File: src/rtl/fma16_pkg.sv
// ============================================================================
// Module      : fma16_pkg
// Description : Shared types and binary16 constants for the fp16 FMA datapath.
// Revision    : 1.0 - initial release
// ============================================================================
`default_nettype none

package fma16_pkg;

   typedef enum logic [1:0] {
      RZ  = 2'b00,
      RNE = 2'b01,
      RM  = 2'b10,
      RP  = 2'b11
   } roundmode_t;

   typedef enum logic [2:0] {
      IDLE = 3'd0,
      LZC  = 3'd1,
      NORM = 3'd2,
      RND  = 3'd3,
      OUT  = 3'd4
   } norm_state_t;

   localparam int          EXP_BIAS  = 15;
   localparam int          NORM_POS  = 22;
   localparam logic [15:0] FP16_INF  = 16'h7C00;
   localparam logic [15:0] FP16_MAXN = 16'h7BFF;

endpackage

`default_nettype wire

File: src/rtl/fma_lzc36.sv
// ============================================================================
// Module      : fma_lzc36
// Description : Combinational 36-bit leading-zero counter; returns 36 for zero.
// Revision    : 1.0 - initial release
// ============================================================================
`default_nettype none

module fma_lzc36 (
   input  logic [35:0] i_din,
   output logic [5:0]  o_lzc
);

   // Scanning upward lets the highest set bit win the last assignment.
   always_comb begin
      o_lzc = 6'd36;
      for (int i = 0; i < 36; i++) begin
         if (i_din[i]) begin
            o_lzc = 6'(35 - i);
         end
      end
   end

endmodule

`default_nettype wire

File: src/rtl/fma_norm_round.sv
// ============================================================================
// Module      : fma_norm_round
// Description : fp16 FMA post-add stage: LZC, normalize, round, flag.
//               Define FMA_NORM_SUBNORM_EN for gradual underflow.
// Revision    : 1.0 - initial release
// ============================================================================
`default_nettype none

module fma_norm_round #(
   parameter int SM_W     = 36,
   parameter int NORM_POS = fma16_pkg::NORM_POS,
   parameter int EXP_BIAS = fma16_pkg::EXP_BIAS
) (
   input  logic            clk,
   input  logic            reset,
   input  logic            in_valid,
   output logic            in_ready,
   input  logic [SM_W-1:0] sm,
   input  logic [6:0]      se,
   input  logic            ss,
   input  logic            sticky_in,
   input  logic [1:0]      roundmode,
   output logic            out_valid,
   input  logic            out_ready,
   output logic [15:0]     result,
   output logic [2:0]      flags
);

   import fma16_pkg::*;

   localparam logic signed [8:0] c_EXP_MAX = 9'(2 * EXP_BIAS + 1);

   norm_state_t       r_state;
   norm_state_t       w_state_nxt;

   logic [SM_W-1:0]   r_sm;
   logic [6:0]        r_se;
   logic              r_ss;
   logic              r_sticky_in;
   roundmode_t        r_rm;
   logic [5:0]        r_lzc;
   logic signed [8:0] r_exp;
   logic              r_zero;
   logic [9:0]        r_mant;
   logic              r_guard;
   logic              r_sticky;
   logic [15:0]       r_result;
   logic [2:0]        r_flags;

   logic [5:0]        w_lzc;
   logic [8:0]        w_exp;
   logic [SM_W-2:0]   w_norm;
   logic              w_tiny;
   logic [9:0]        w_mant;
   logic              w_guard;
   logic              w_stk;
   logic [8:0]        w_efield;
   logic              w_inexact;
   logic              w_inc;
   logic [18:0]       w_sum;
   logic signed [8:0] w_exp_rnd;
   logic              w_ovf_inf;
   logic [15:0]       w_result;
   logic [2:0]        w_flags;
`ifdef FMA_NORM_SUBNORM_EN
   logic signed [8:0] w_sh;
   logic [3:0]        w_shc;
   logic [23:0]       w_den;
`endif

   fma_lzc36 u_lzc (
      .i_din (r_sm),
      .o_lzc (w_lzc)
   );

   // ---------------------------------------------------------------- FSM
   always_ff @(posedge clk) begin
      if (reset) begin
         r_state <= IDLE;
      end else begin
         r_state <= w_state_nxt;
      end
   end

   always_comb begin
      w_state_nxt = r_state;
      case (r_state)
         IDLE:    if (in_valid) w_state_nxt = LZC;
         LZC:     w_state_nxt = NORM;
         NORM:    w_state_nxt = RND;
         RND:     w_state_nxt = OUT;
         OUT:     if (out_ready) w_state_nxt = IDLE;
         default: w_state_nxt = IDLE;
      endcase
   end

   always_comb begin
      in_ready  = (r_state == IDLE);
      out_valid = (r_state == OUT);
   end

   assign result = r_result;
   assign flags  = r_flags;

   // ----------------------------------------------------------- datapath
   // Biased exponent of the leading one: se + (SM_W-1-lzc) - NORM_POS.
   assign w_exp  = 9'({{2{r_se[6]}}, r_se}) + 9'(SM_W - 1 - NORM_POS) - {3'b000, r_lzc};
   // The leading one is shifted out the top; what remains is the fraction.
   assign w_norm = (SM_W-1)'(r_sm << r_lzc);
   assign w_tiny = r_zero | (r_exp < 9'sd1);

   always_comb begin
      w_mant   = r_mant;
      w_guard  = r_guard;
      w_stk    = r_sticky;
      w_efield = r_exp;
`ifdef FMA_NORM_SUBNORM_EN
      w_sh  = 9'sd1 - r_exp;
      w_shc = (r_zero || (w_sh > 9'sd13)) ? 4'd13 : w_sh[3:0];
      w_den = 24'({1'b1, r_mant, r_guard, 13'b0} >> w_shc);
      if (w_tiny) begin
         w_mant   = w_den[23:14];
         w_guard  = w_den[13];
         w_stk    = r_sticky | (|w_den[12:0]);
         w_efield = '0;
      end
`endif
      w_inexact = w_guard | w_stk;
      case (r_rm)
         RNE:     w_inc = w_guard & (w_stk | w_mant[0]);
         RM:      w_inc = r_ss & w_inexact;
         RP:      w_inc = ~r_ss & w_inexact;
         default: w_inc = 1'b0;
      endcase
      // Carry from an all-ones mantissa ripples straight into the exponent.
      w_sum     = {w_efield, w_mant} + 19'(w_inc);
      w_exp_rnd = w_sum[18:10];
      w_ovf_inf = (r_rm == RNE) | ((r_rm == RM) & r_ss) | ((r_rm == RP) & ~r_ss);

      w_result = {r_ss, w_sum[14:0]};
      w_flags  = {1'b0, w_tiny & w_inexact, w_inexact};
      if (r_zero && !r_sticky_in) begin
         w_result = {(r_rm == RM), 15'b0};
         w_flags  = 3'b000;
      end
`ifndef FMA_NORM_SUBNORM_EN
      else if (w_tiny) begin
         w_result = {r_ss, 15'b0};
         w_flags  = 3'b011;
      end
`endif
      else if (w_exp_rnd >= c_EXP_MAX) begin
         w_result = (w_ovf_inf ? FP16_INF : FP16_MAXN) | {r_ss, 15'b0};
         w_flags  = 3'b101;
      end
   end

   always_ff @(posedge clk) begin
      if (reset) begin
         r_sm        <= '0;
         r_se        <= '0;
         r_ss        <= 1'b0;
         r_sticky_in <= 1'b0;
         r_rm        <= RZ;
         r_lzc       <= '0;
         r_exp       <= '0;
         r_zero      <= 1'b0;
         r_mant      <= '0;
         r_guard     <= 1'b0;
         r_sticky    <= 1'b0;
         r_result    <= '0;
         r_flags     <= '0;
      end else begin
         case (r_state)
            IDLE: begin
               if (in_valid) begin
                  r_sm        <= sm;
                  r_se        <= se;
                  r_ss        <= ss;
                  r_sticky_in <= sticky_in;
                  r_rm        <= roundmode_t'(roundmode);
               end
            end
            LZC: begin
               r_lzc  <= w_lzc;
               r_zero <= ~|r_sm;
            end
            NORM: begin
               r_exp    <= w_exp;
               r_mant   <= w_norm[SM_W-2 -: 10];
               r_guard  <= w_norm[SM_W-12];
               r_sticky <= (|w_norm[SM_W-13:0]) | r_sticky_in;
            end
            RND: begin
               r_result <= w_result;
               r_flags  <= w_flags;
            end
            default: ;
         endcase
      end
   end

endmodule

`default_nettype wire

File: config.mk
export PLATFORM = sky130hd
export DESIGN_NAME = fma_norm_round
export DESIGN_NICKNAME = d
export VERILOG_FILES = /design/src/rtl/fma16_pkg.sv /design/src/rtl/fma_lzc36.sv /design/src/rtl/fma_norm_round.sv
export SDC_FILE = /design/constraint.sdc
export NUM_CORES = 1
export LEC_CHECK = 0
export BUFFER_PORTS_ARGS = -buffer_cell sky130_fd_sc_hd__buf_4
export CORE_UTILIZATION = 35
export CTS_BUF_LIST = sky130_fd_sc_hd__clkbuf_16
export DETAILED_ROUTE_END_ITERATION = 12
export PLACE_DENSITY_LB_ADDON = 0.05
export SLEW_MARGIN = 20
export SYNTH_ARGS = -nofsm -noshare
export SYNTH_HDL_FRONTEND = slang
export SYNTH_SLANG_ARGS = --single-unit
File: constraint.sdc
create_clock -name clk -period 3.8 [get_ports clk]
set_input_delay 0.38 -clock clk [delete_from_list [all_inputs] [get_ports clk]]
set_output_delay 0.38 -clock clk [all_outputs]
set_load 0.005 [all_outputs]
Yosys cells after proc, flatten, opt, wreduce, memory -nomap -nowiden

Cells that the tools add are included.

Flip-flop bits (word level): 97

Equal/unequal tests: 9
$lt $le $gt $ge: 2
Shift operators: 1
Mux-type cells: 47
Add/sub/neg operators: 3
Bitwise gates (word level): 14
Reductions and logical operators: 8

Operators by type and width:

| cell                | number |
|---|---|
| $mux 6              | 32 |
| $mux 16             | 3 |
| $reduce_or 36->1    | 1 |
| $shl 36x6->35       | 1 |
| $mux 3              | 9 |
| $reduce_or 24->1    | 1 |
| $add 19x1->19       | 1 |
| $or 15x16->16       | 1 |
| $pmux 3 s5          | 1 |
| $mux 11             | 1 |
| $ge 9x6->1 const B  | 1 |
| $lt 9x2->1 const B  | 1 |
| $sub 8x7->9         | 1 |
| $add 7x5->8 const B | 1 |
| $and 1x1->1         | 6 |
| $eq 3x2->1 const B  | 2 |
| $or 1x1->1          | 6 |
| $eq 2x2->1 const B  | 2 |
| $reduce_and 2->1    | 2 |
| $eq 3x1->1 const B  | 1 |
| $eq 3x3->1 const B  | 1 |
| $logic_not 3->1     | 1 |
| $pmux 1 s3          | 1 |
| $eq 2x1->1 const B  | 1 |
| 5 further kinds     | 6 |

Longest topological paths before layout

Gate-level depths: netlist (run 1).

Depth after elaboration: 36
Mapped depth: 16
Depth with buffers taken out: 15

Modules after synthesis

From an unflattened synthesis (run 1), not the netlist that was laid out.

Cell total of the unflattened synthesis: 835
Area, all modules: 6583.8 µm²

By module, submodules not included:

| module         | cells each | times used | sequential area each (µm²) | area an instance (µm²) |
|---|---|---|---|---|
| fma_norm_round | 760        | 1          | 1941.9                     | 6177.2 |
| fma_lzc36      | 75         | 1          | 0.0                        | 406.6 |

Least setup slack after synthesis (run 1)

OpenSTA, ideal clock, no wires.

Kind: register to register
From: register r_rm[0]
To: register r_result[2] (netlist: result[2])
Period minus slack after synthesis: 2.985 ns
Arrival: 2.843 ns
Setup time: 0.142 ns
Data required time: 3.658 ns
Cell stages (with the launch flop): 16
Path slack: 0.815 ns
Buffers on the path: 1
Cell sequence: dfxtp_1 -> and2_1 -> ha_1 -> nor2b_1 -> a21oi_1 -> o22ai_1 -> ha_1 -> ha_1 -> and4_1 -> and3_1 -> buf_2 -> a21oi_1 -> a21oi_1 -> o22ai_1 -> o21ai_1 -> o211ai_1

Word-level cells in the longest chain between the ends: 9
Elaborated cells on any way between the ends: 15
Those cells by class: add/sub: 1; order compare: 1; eq/ne: 3; mux: 5; bitwise: 5

RTL lines:

| element                                               | line                  | text |
|---|---|---|
| from (decl)                                           | fma_norm_round.sv:40  | `roundmode_t r_rm;` |
| from (signal assigned)                                | fma_norm_round.sv:181 | `r_rm <= roundmode_t'(roundmode);` |
| branches (longest 6 deep; another with $add 19x1->19) | --                    |  |
| $mux 16 *                                             | fma_norm_round.sv:152 | `else if (w_exp_rnd >= c_EXP_MAX) begin` |
| $mux 16 *                                             | fma_norm_round.sv:147 | `else if (w_tiny) begin` |
| $mux 16 *                                             | fma_norm_round.sv:142 | `if (r_zero && !r_sticky_in) begin` |
| to (signal assigned)                                  | fma_norm_round.sv:195 | `r_result <= w_result;` |
| to (decl)                                             | fma_norm_round.sv:47  | `logic [15:0] r_result;` |

Mark *: on every way between the ends.
A chain may end at the register's enable or synchronous reset.

Worst setup path in the final report (run 1)

From: register r_rm[0]
To: register r_result[3] (netlist: result[3])

The elaborated chain is that of the path after synthesis.

==> impl_metrics.env, run 1 <==
export IMPL_outcome="completed"
export IMPL_end_kind="flip-flop"
export IMPL_dp_hpwl_um=14000
export IMPL_ir_drop_mv=0.222
export IMPL_start_util_pct=36.1
export IMPL_regArea_sq_mm=0.00194
export IMPL_total_power_w=0.00318
export IMPL_synth_edf_count=0
export IMPL_yosys_top_cells_count="nand2_1 (175), dfxtp_1 (97), a21oi_1 (89)"
export IMPL_period_share_pct=89.1
export IMPL_cts_tree="done"
export IMPL_ant_nets=0
export IMPL_critPathMaxFanout=10
export IMPL_antenna_diode_count=0
export IMPL_clock_root_buffer="clkbuf_16"
export IMPL_start_kind="flip-flop"
export IMPL_rr_worst_depth=14
export IMPL_slew_viol_final=0
export IMPL_areaGrowthSynthToFinish_pct=15.8
export IMPL_rsz0062_at_grt="false"
export IMPL_synthCells=810
export IMPL_antenna_found_initial=0
export IMPL_dieArea_sq_mm=0.0186
export IMPL_p_clk_share_pct=33.6
export IMPL_grt_max_degree=85
export IMPL_pin_count=72
export IMPL_grt_ovfl_total=0
export IMPL_grt_pass1_wl_um=30200
export IMPL_rows=48
export IMPL_worstMarginPinSlew_ns=0.954
export IMPL_synthTopCellsByArea="dfxtp_1 (31%), nand2_1 (10%), mux4_2 (7.1%)"
export IMPL_first_iter_violations=299
export IMPL_vias_per_cell=5.43
export IMPL_reg2reg_slack_ns=0.41
export IMPL_highest_signal_layer="met4"
export IMPL_track_usage_pct=21.0
export IMPL_dieHeight_um=136
export IMPL_place_worst_setup_slack_ns=0.397
export IMPL_intPower_w=0.00212
export IMPL_hold_viol_final=0
export IMPL_post_cts_resized=0
export IMPL_post_route_min_period_ns=3.39
export IMPL_leakage_nw=2.74
export IMPL_powerDensity_mw_per_mm2=436
export IMPL_dr_wl_met2_um=8910
export IMPL_cts_path_max_buffers=2
export IMPL_core_area_sq_mm=0.0175
export IMPL_slew_headroom_pct=36.3
export IMPL_worstReg2RegEnd="result[3]"
export IMPL_setup_tns_ns=0
export IMPL_p_seq_share_pct=37.8
export IMPL_synth_cell_types=63
export IMPL_hp_class="in -> reg"
export IMPL_finClkSkew_ns=0.00521
export IMPL_timing_fmax_mhz=295
export IMPL_cts_inserted_buffers=9
export IMPL_hold_buffers=0
export IMPL_routedWlPerCell_um=17.1
export IMPL_route_met3_wl_um=560
export IMPL_finalSetupViolations=0
export IMPL_cts_htree_levels=3
export IMPL_final_layout_size_suffix_gt1_share_pct=16.5
export IMPL_cap_violations=0
export IMPL_syn_nets=877
export IMPL_yosysWarnings=0
export IMPL_grt_pass1_vias=5624
export IMPL_post_cts_buffers=0
export IMPL_insertion_delay_ns=0.36
export IMPL_multiInputGateArea_sq_mm=0.00400
export IMPL_drc=0
export IMPL_crit_end="result[3]"
export IMPL_numPortBuffers=71
export IMPL_mappedNetlistArea_sq_mm=0.00631
export IMPL_yosysTopAreaCell="dfxtp_1"
export IMPL_final_nets=913
export IMPL_via_count=5844
export IMPL_finalInstanceArea_sq_mm=0.00731
export IMPL_startpoint="r_rm[0]"
export IMPL_max_stage_delay_ns=0.55
export IMPL_synthArstFlopShare_pct=0
export IMPL_synthFlopType="dfxtp_1"
export IMPL_setup_slack_ns=0.414
export IMPL_crit_chain="and2_1 -> ha_1 -> nor2b_1 -> a21oi_1 -> o22ai_1 -> ha_1 -> ha_1 -> and4_1 -> and3_1 -> a21oi_1 -> a21oi_1 -> o22ai_1 -> o21ai_1 -> o211ai_1"
export IMPL_synth_top_area_share_pct=30.8
export IMPL_criticalPathCategory="reg -> reg"
export IMPL_wirelength_um=18400
export IMPL_first_pass_iters=5
export IMPL_p_comb_share_pct=28.6
export IMPL_postPlaceCellArea_sq_mm=0.00697
export IMPL_die_w_um=136
export IMPL_crit_slowest_cell="o21ai_1"
export IMPL_switching_share_pct=33.3
export IMPL_switchingPower_w=0.00106
export IMPL_gp_congestion=0.902
export IMPL_final_util_pct=41.8
export IMPL_ys_ff_latch=97
export IMPL_clkTransAtPathRegs_ns=0.07
export IMPL_syn_avg_cell_area_sq_um=7.79
export IMPL_fillers=1846
export IMPL_r2r_start="r_rm[0]"
export IMPL_worst_ep_required_time_ns=4.01
export IMPL_crit_arrival_ns=3.60
export IMPL_seq_area_frac_synth_pct=30.8
export IMPL_wl_met1_um=8550
export IMPL_synth_most_common_cell="nand2_1"
export IMPL_clkSinkCount=97
[critical path, delay by kind of cell, from the launching register on]
family,cells,cell delay (ns)
AND/OR/NAND/NOR,4,0.87
adder cells (fa/ha/maj),3,0.73
AO/OA/AOI/OAI,7,1.32
flip-flops,1,0.33
[flip-flops by register name, summed over array words and instances, names as in the netlist, 2 cells and up]
name / count
r_sm: 36
result: 16
r_mant: 10
r_exp: 9
r_se: 7
r_lzc: 6
flags: 3
r_state: 3
r_rm: 2
[power groups by stage]
stage          logic, W  registers (W)  clock network [W]
2_1_floorplan  0.000701        0.00116                  0
3_3_place_gp   0.000914        0.00122                  0
3_5_place_dp   0.000913        0.00123                  0
4_1_cts        0.000918        0.00120            0.00110
5_1_grt         0.00102        0.00122            0.00113
6_report       0.000912        0.00120            0.00107
[cell usage in the layout (no fill, tap or decap), drive strengths merged, types with 4 or more instances in the layout]
master / count
nand4: 6
ha: 15
o211ai: 14
a22oi: 16
and3: 4
o31ai: 5
dfxtp: 97
inv: 33
a32oi: 4
nor3: 16
o21ai: 23
a21oi: 89
a211oi: 10
nor2b: 11
a221o: 4
buf: 84
mux2: 17
mux2i: 32
and4: 4
xor2: 9
nor2: 67
xnor2: 7
nor4: 15
nand2b: 6
o22ai: 4
mux4: 20
clkbuf: 9
nand2: 175
nand3: 11
and2: 4
[worst min-delay path by stage]
stage / from / to / slack [ns] / cells after the start
6_report: sm[20] / r_sm[20] / 0.27 / 3
5_1_grt: sm[33] / r_sm[33] / 0.26 / 3
4_1_cts: sticky_in / r_sticky_in / 0.26 / 3
3_5_place_dp: r_se[5] / r_se[5] / 0.45 / 2
3_3_place_gp: flags[2] / flags[2] / 0.45 / 1
2_1_floorplan: r_se[1] / r_se[1] / 0.44 / 2
[per-layer routing]
metal	up-vias	global-route usage, %
li1	2957	-
met4	0	7.65
met5	-	0
met1	2739	27.3
met3	29	2.50
met2	119	35.3
[logic make-up (layout without fill, tap and decap cells)]
family                     count (synthesis)  in the layout  synth area share [%]
AOI/OAI and AO/OA                        197            197                  19.7
xor gates and xnor gates                  16             16                  2.22
adders and majority gates                 16             16                  3.29
buffers and inverters                     89            130                  5.89
DFF                                       97             97                  30.8
muxes                                     69             69                  15.4
and+or+nand+nor                          326            326                  22.7
[cell type report]
class | instances | area share (%)
Clock buffer | 9 | 3.08
Clock inverter | 7 | 1.58
Inverter | 30 | 1.54
Multi-Input combinational cell | 624 | 54.7
Sequential cell | 97 | 26.6
Tap cell | 225 | 3.85
Timing Repair Buffer | 84 | 8.63
[stage by stage]
| step | instances | hold slack, ns |
|---|---|---|
| floorplan | 810 | 0.436 |
| global placement | 1060 | 0.446 |
| detailed placement | 1060 | 0.455 |
| CTS | 1076 | 0.259 |
| global route | 1076 | 0.260 |
| finish | 1076 | 0.266 |
(Power assumes the default switching activity.)
==> run 2: changes to the inputs <==
--- a/config.mk
+++ b/config.mk
@@ -6,6 +6,8 @@
 export NUM_CORES = 1
 export LEC_CHECK = 0
 export BUFFER_PORTS_ARGS = -buffer_cell sky130_fd_sc_hd__buf_4
+export CELL_PAD_IN_SITES_DETAIL_PLACEMENT = 1
+export CELL_PAD_IN_SITES_GLOBAL_PLACEMENT = 2
 export CORE_UTILIZATION = 35
 export CTS_BUF_LIST = sky130_fd_sc_hd__clkbuf_16
 export DETAILED_ROUTE_END_ITERATION = 12
==> run 2 against run 1 <==
Against the previous run: die area stayed put; hold slack is essentially flat; global-route usage is 1.5 points higher; sequential share of layout area up 0.11 points; non-clock buffer count grew 2; critical path depth is 1 higher; critical endpoint unchanged.
==> impl_metrics.env, run 2 (synthesis gave the netlist of run 1 again) <==
export IMPL_rsz0062_at_grt="false"
export IMPL_drc=0
export IMPL_period_share_pct=91.7
export IMPL_cts_path_max_buffers=2
export IMPL_first_pass_iters=4
export IMPL_die_w_um=136
export IMPL_cts_htree_levels=3
export IMPL_worst_ep_required_time_ns=4.07
export IMPL_start_util_pct=36.1
export IMPL_clkTransAtPathRegs_ns=0.07
export IMPL_numPortBuffers=71
export IMPL_cts_inserted_buffers=9
export IMPL_rows=48
export IMPL_antenna_diode_count=0
export IMPL_insertion_delay_ns=0.36
export IMPL_worstMarginPinSlew_ns=0.981
export IMPL_crit_arrival_ns=3.76
export IMPL_clock_root_buffer="clkbuf_16"
export IMPL_worstReg2RegEnd="result[3]"
export IMPL_slew_headroom_pct=34.5
export IMPL_end_kind="flip-flop"
export IMPL_finClkSkew_ns=0.00600
export IMPL_regMostFlops="r_sm"
export IMPL_p_comb_share_pct=30.0
export IMPL_switchingPower_w=0.00109
export IMPL_slew_viol_final=0
export IMPL_multiInputGateArea_sq_mm=0.00400
export IMPL_regArea_sq_mm=0.00194
export IMPL_start_kind="flip-flop"
export IMPL_finalSetupViolations=0
export IMPL_hp_class="in -> reg"
export IMPL_routedWlPerCell_um=18.4
export IMPL_gp_congestion=0.908
export IMPL_pin_count=72
export IMPL_dieHeight_um=136
export IMPL_final_common_cell="nand2_1"
export IMPL_criticalPathCategory="reg -> reg"
export IMPL_track_usage_pct=22.5
export IMPL_p_seq_share_pct=39.3
export IMPL_areaGrowthSynthToFinish_pct=15.3
export IMPL_grt_ovfl_total=0
export IMPL_core_area_sq_mm=0.0175
export IMPL_reg2reg_slack_ns=0.31
export IMPL_intPower_w=0.00199
export IMPL_vias_per_cell=5.55
export IMPL_timing_fmax_mhz=287
export IMPL_switching_share_pct=35.4
export IMPL_clkSinkCount=97
export IMPL_grt_pass1_wl_um=32400
export IMPL_final_layout_size_suffix_gt1_share_pct=16.8
export IMPL_cap_violations=0
export IMPL_min_delay_start="sm[4]"
export IMPL_first_iter_violations=345
export IMPL_place_worst_setup_slack_ns=0.290
export IMPL_grt_max_degree=85
export IMPL_ant_nets=0
export IMPL_outcome="completed"
export IMPL_setup_tns_ns=0
export IMPL_critPathMaxFanout=10
export IMPL_whs_path_depth=3
export IMPL_p_clk_share_pct=30.7
export IMPL_via_count=5984
export IMPL_r2r_start="r_rm[0]"
export IMPL_min_to="r_sm[4]"
export IMPL_fillers=2143
export IMPL_largest_register_ffs=36
export IMPL_wirelength_um=19900
export IMPL_rr_worst_depth=15
export IMPL_dieArea_sq_mm=0.0186
export IMPL_cts_tree="done"
export IMPL_post_route_min_period_ns=3.49
export IMPL_final_cell_mix="nand2_1 (175), dfxtp_1 (96), a21oi_1 (89)"
export IMPL_hold_viol_final=0
export IMPL_powerDensity_mw_per_mm2=424
export IMPL_grt_pass1_vias=6105
export IMPL_ir_drop_mv=0.208
export IMPL_setup_slack_ns=0.314
export IMPL_antenna_found_initial=0
export IMPL_final_nets=915
export IMPL_leakage_nw=2.73
export IMPL_dp_hpwl_um=15100
-- run 2: per-stage QoR --
step,cell area [sq um],util [%],power (W),instances,hold WS (ns)
finish,7280,41.6,0.00308,1078,0.266
global route,7280,41.6,0.00327,1078,0.267
CTS,7270,41.6,0.00312,1078,0.257
detailed placement,6980,39.9,0.00216,1062,0.453
global placement,6980,39.9,0.00214,1062,0.440
floorplan,6310,-,0.00186,810,0.436
-- run 2: worst max-delay path by stage --
stage	from	to	slack (ns)
finish	r_rm[0]	result[3]	0.31
global route	r_rm[1]	result[5]	0.007
CTS	r_rm[0]	result[3]	0.28
detailed placement	r_rm[0]	result[3]	0.29
global placement	r_rm[0]	result[4]	0.50
floorplan	r_rm[0]	result[2]	0.81
-- run 2: area by class of cell --
cell class / count / area share, %
timing repair buffer: 86 / 8.87
clock buffer: 9 / 3.09
inverter: 30 / 1.55
sequential: 97 / 26.7
tap: 225 / 3.87
multi-input combinational: 624 / 55.0
clock inverter: 7 / 0.928
-- run 2: layer usage --
metal  part of all wire (%)  wire length [um]  global-route usage, %
met4                    2.1               414                   8.33
met1                     45              9030                   27.7
met3                    2.1               425                   2.16
met5                      0                 0                      0
met2                     50             10000                   40.2
-- run 2: power by group through the flow --
stage	registers, W	logic [W]	clock network [W]
after CTS	0.00121	0.000931	0.000977
after detailed placement	0.00124	0.000926	0
after global placement	0.00123	0.000910	0
after global routing	0.00123	0.00102	0.00102
after floorplan	0.00116	0.000701	0
final	0.00121	0.000924	0.000945
-- run 2: timing repair --
action / CTS / global route
hold buffers: 0 / 0
resized for setup: 0 / 1
setup buffers: 0 / 0
endpoints found under the setup margin: 0 / 1
-- run 2: critical path: stages (launching register included) --
cell and delay [ns]:
dfxtp_1 0.34, and2_1 0.17, ha_1 0.27, nor2b_1 0.16
a21oi_1 0.06, o22ai_1 0.17, ha_1 0.21, ha_1 0.23
and4_1 0.28, and3_1 0.28, a21oi_1 0.10, a21oi_1 0.18
o22ai_1 0.17, nor3b_2 0.32, nand2_1 0.29, o211ai_1 0.18
==> run 3: changes to the inputs <==
--- a/config.mk
+++ b/config.mk
@@ -8,6 +8,7 @@
 export BUFFER_PORTS_ARGS = -buffer_cell sky130_fd_sc_hd__buf_4
 export CELL_PAD_IN_SITES_DETAIL_PLACEMENT = 1
 export CELL_PAD_IN_SITES_GLOBAL_PLACEMENT = 2
+export CORE_ASPECT_RATIO = 0.75
 export CORE_UTILIZATION = 35
 export CTS_BUF_LIST = sky130_fd_sc_hd__clkbuf_16
 export DETAILED_ROUTE_END_ITERATION = 12
==> run 3 against run 2 <==
Against the previous run: routed wire length grew 6.5%; largest power group unchanged; first-iteration DRC count fell by 8.1%; die area barely moved; count of clock-buffer cells in the layout unchanged; largest cell class unchanged; clock power rose by 2.1%; critical endpoint is now result[8]; non-clock buffer count is 3 lower; cell count up 1.2%; critical path depth unchanged; highest routed layer unchanged; sequential power about the same; clock skew grew 0.0037 ns; global-route usage increased by 1.6 points.
==> impl_metrics.env, run 3 (synthesis gave the netlist of run 1 again) <==
export IMPL_cts_inserted_buffers=9
export IMPL_drc=0
export IMPL_insertion_delay_ns=0.36
export IMPL_dp_hpwl_um=16100
export IMPL_core_area_sq_mm=0.0177
export IMPL_wirelength_um=21200
export IMPL_end_kind="flip-flop"
export IMPL_p_comb_share_pct=30.2
export IMPL_finalSetupViolations=0
export IMPL_multiInputGateArea_sq_mm=0.00401
export IMPL_dieArea_sq_mm=0.0186
export IMPL_antenna_found_initial=0
export IMPL_grt_ovfl_total=0
export IMPL_period_share_pct=90.9
export IMPL_pin_count=72
export IMPL_rr_worst_depth=15
export IMPL_vias_per_cell=5.52
export IMPL_first_pass_iters=5
export IMPL_p_seq_share_pct=39.0
export IMPL_final_nets=912
export IMPL_switching_share_pct=36.0
export IMPL_cap_violations=0
export IMPL_start_kind="flip-flop"
export IMPL_grt_pass1_vias=6181
export IMPL_criticalPathCategory="reg -> reg"
export IMPL_regArea_sq_mm=0.00194
export IMPL_antenna_diode_count=0
export IMPL_grt_max_degree=85
export IMPL_numPortBuffers=71
export IMPL_ir_drop_mv=0.189
export IMPL_hold_viol_final=0
export IMPL_die_w_um=157
export IMPL_leakage_nw=2.72
export IMPL_regMostFlops="r_sm"
export IMPL_rows=42
export IMPL_dieHeight_um=118
export IMPL_intPower_w=0.00200
export IMPL_ant_nets=0
export IMPL_grt_pass1_wl_um=34700
export IMPL_min_delay_start="sm[16]"
export IMPL_timing_fmax_mhz=290
export IMPL_hold_buffers=0
export IMPL_setup_slack_ns=0.347
export IMPL_rsz0062_at_grt="false"
export IMPL_p_clk_share_pct=30.8
export IMPL_final_common_cell="nand2_1"
export IMPL_areaGrowthSynthToFinish_pct=15.8
export IMPL_crit_arrival_ns=3.73
export IMPL_cts_tree="done"
export IMPL_place_worst_setup_slack_ns=0.244
export IMPL_clock_root_buffer="clkbuf_16"
export IMPL_final_cell_mix="nand2_1 (174), dfxtp_1 (96), a21oi_1 (89)"
export IMPL_setup_tns_ns=0
export IMPL_largest_register_ffs=36
export IMPL_crit_end="result[8]"
export IMPL_start_util_pct=35.7
export IMPL_r2r_start="r_rm[0]"
export IMPL_powerDensity_mw_per_mm2=428
export IMPL_worst_ep_required_time_ns=4.07
export IMPL_via_count=6027
export IMPL_slew_headroom_pct=38.6
export IMPL_hp_class="in -> reg"
export IMPL_final_layout_size_suffix_gt1_share_pct=16.8
export IMPL_switchingPower_w=0.00113
export IMPL_critPathMaxFanout=10
export IMPL_cts_path_max_buffers=2
export IMPL_routedWlPerCell_um=19.4
export IMPL_finClkSkew_ns=0.00966
export IMPL_worstMarginPinSlew_ns=0.913
export IMPL_clkTransAtPathRegs_ns=0.08
export IMPL_slew_viol_final=0
export IMPL_post_route_min_period_ns=3.45
export IMPL_fillers=2177
export IMPL_outcome="completed"
export IMPL_track_usage_pct=24.0
export IMPL_first_iter_violations=317
export IMPL_clkSinkCount=97
export IMPL_reg2reg_slack_ns=0.35
export IMPL_cts_htree_levels=3
export IMPL_worstReg2RegEnd="result[8]"
export IMPL_gp_congestion=0.884
export IMPL_startpoint="r_rm[0]"
run 3: layer usage:
layer  up-vias  GRT usage, %  wire length (um)
li1       2943             -                 -
met1      2971          36.6             11200
met2       100          35.2              8870
met3        13          4.29               871
met4         0          4.49               163
met5         -             0                 0
run 3: metrics by stage:
step | utilization [%] | cell area, sq um | total power [W] | cells | hold WS (ns)
floorplan | - | 6310 | 0.00186 | 810 | 0.436
finish | 41.4 | 7310 | 0.00313 | 1091 | 0.263
global route | 41.4 | 7310 | 0.00332 | 1091 | 0.264
CTS | 41.4 | 7300 | 0.00316 | 1091 | 0.255
detailed placement | 39.7 | 7000 | 0.00218 | 1076 | 0.451
global placement | 39.7 | 7000 | 0.00216 | 1076 | 0.441
run 3: area by class of cell:
type	instances	share of cell area [%]
Clock buffer	9	3.08
Clock inverter	6	0.993
Inverter	30	1.54
Multi-Input combinational cell	624	54.8
Sequential cell	97	26.6
Tap cell	242	4.14
Timing Repair Buffer	83	8.87
run 3: power by group through the flow:
stage          sequential [W]  combinational, W  clock, W
3_3_place_gp          0.00124          0.000922         0
4_1_cts               0.00122          0.000947  0.000993
2_1_floorplan         0.00116          0.000701         0
6_report              0.00122          0.000947  0.000965
5_1_grt               0.00124           0.00105   0.00103
3_5_place_dp          0.00124          0.000938         0
run 3: how the worst min path moves through the flow:
| stage | endpoint | slack, ns | depth (start not counted) |
|---|---|---|---|
| 3_5_place_dp | r_se[6] | 0.45 | 2 |
| 2_1_floorplan | r_se[1] | 0.44 | 2 |
| 4_1_cts | r_sm[26] | 0.26 | 3 |
| 6_report | r_sm[16] | 0.26 | 3 |
| 5_1_grt | r_sm[32] | 0.26 | 3 |
| 3_3_place_gp | flags[2] | 0.44 | 1 |
run 3: what timing repair did:
| item | in CTS | in global routing |
|---|---|---|
| setup endpoints to repair | 0 | 10 |
| gates resized for setup | 0 | 2 |
| setup buffers | 0 | 0 |
run 3: critical path: stages (launching register included):
cell and delay, ns:
dfxtp_1 0.33, and2_1 0.17, ha_1 0.28, nor2b_1 0.16
a21oi_1 0.06, o22ai_1 0.17, ha_1 0.21, ha_1 0.24
and4_1 0.28, and3_1 0.31, a21oi_1 0.10, a21oi_1 0.16
o22ai_1 0.17, nor3b_2 0.38, nand2_2 0.22, o211ai_1 0.14
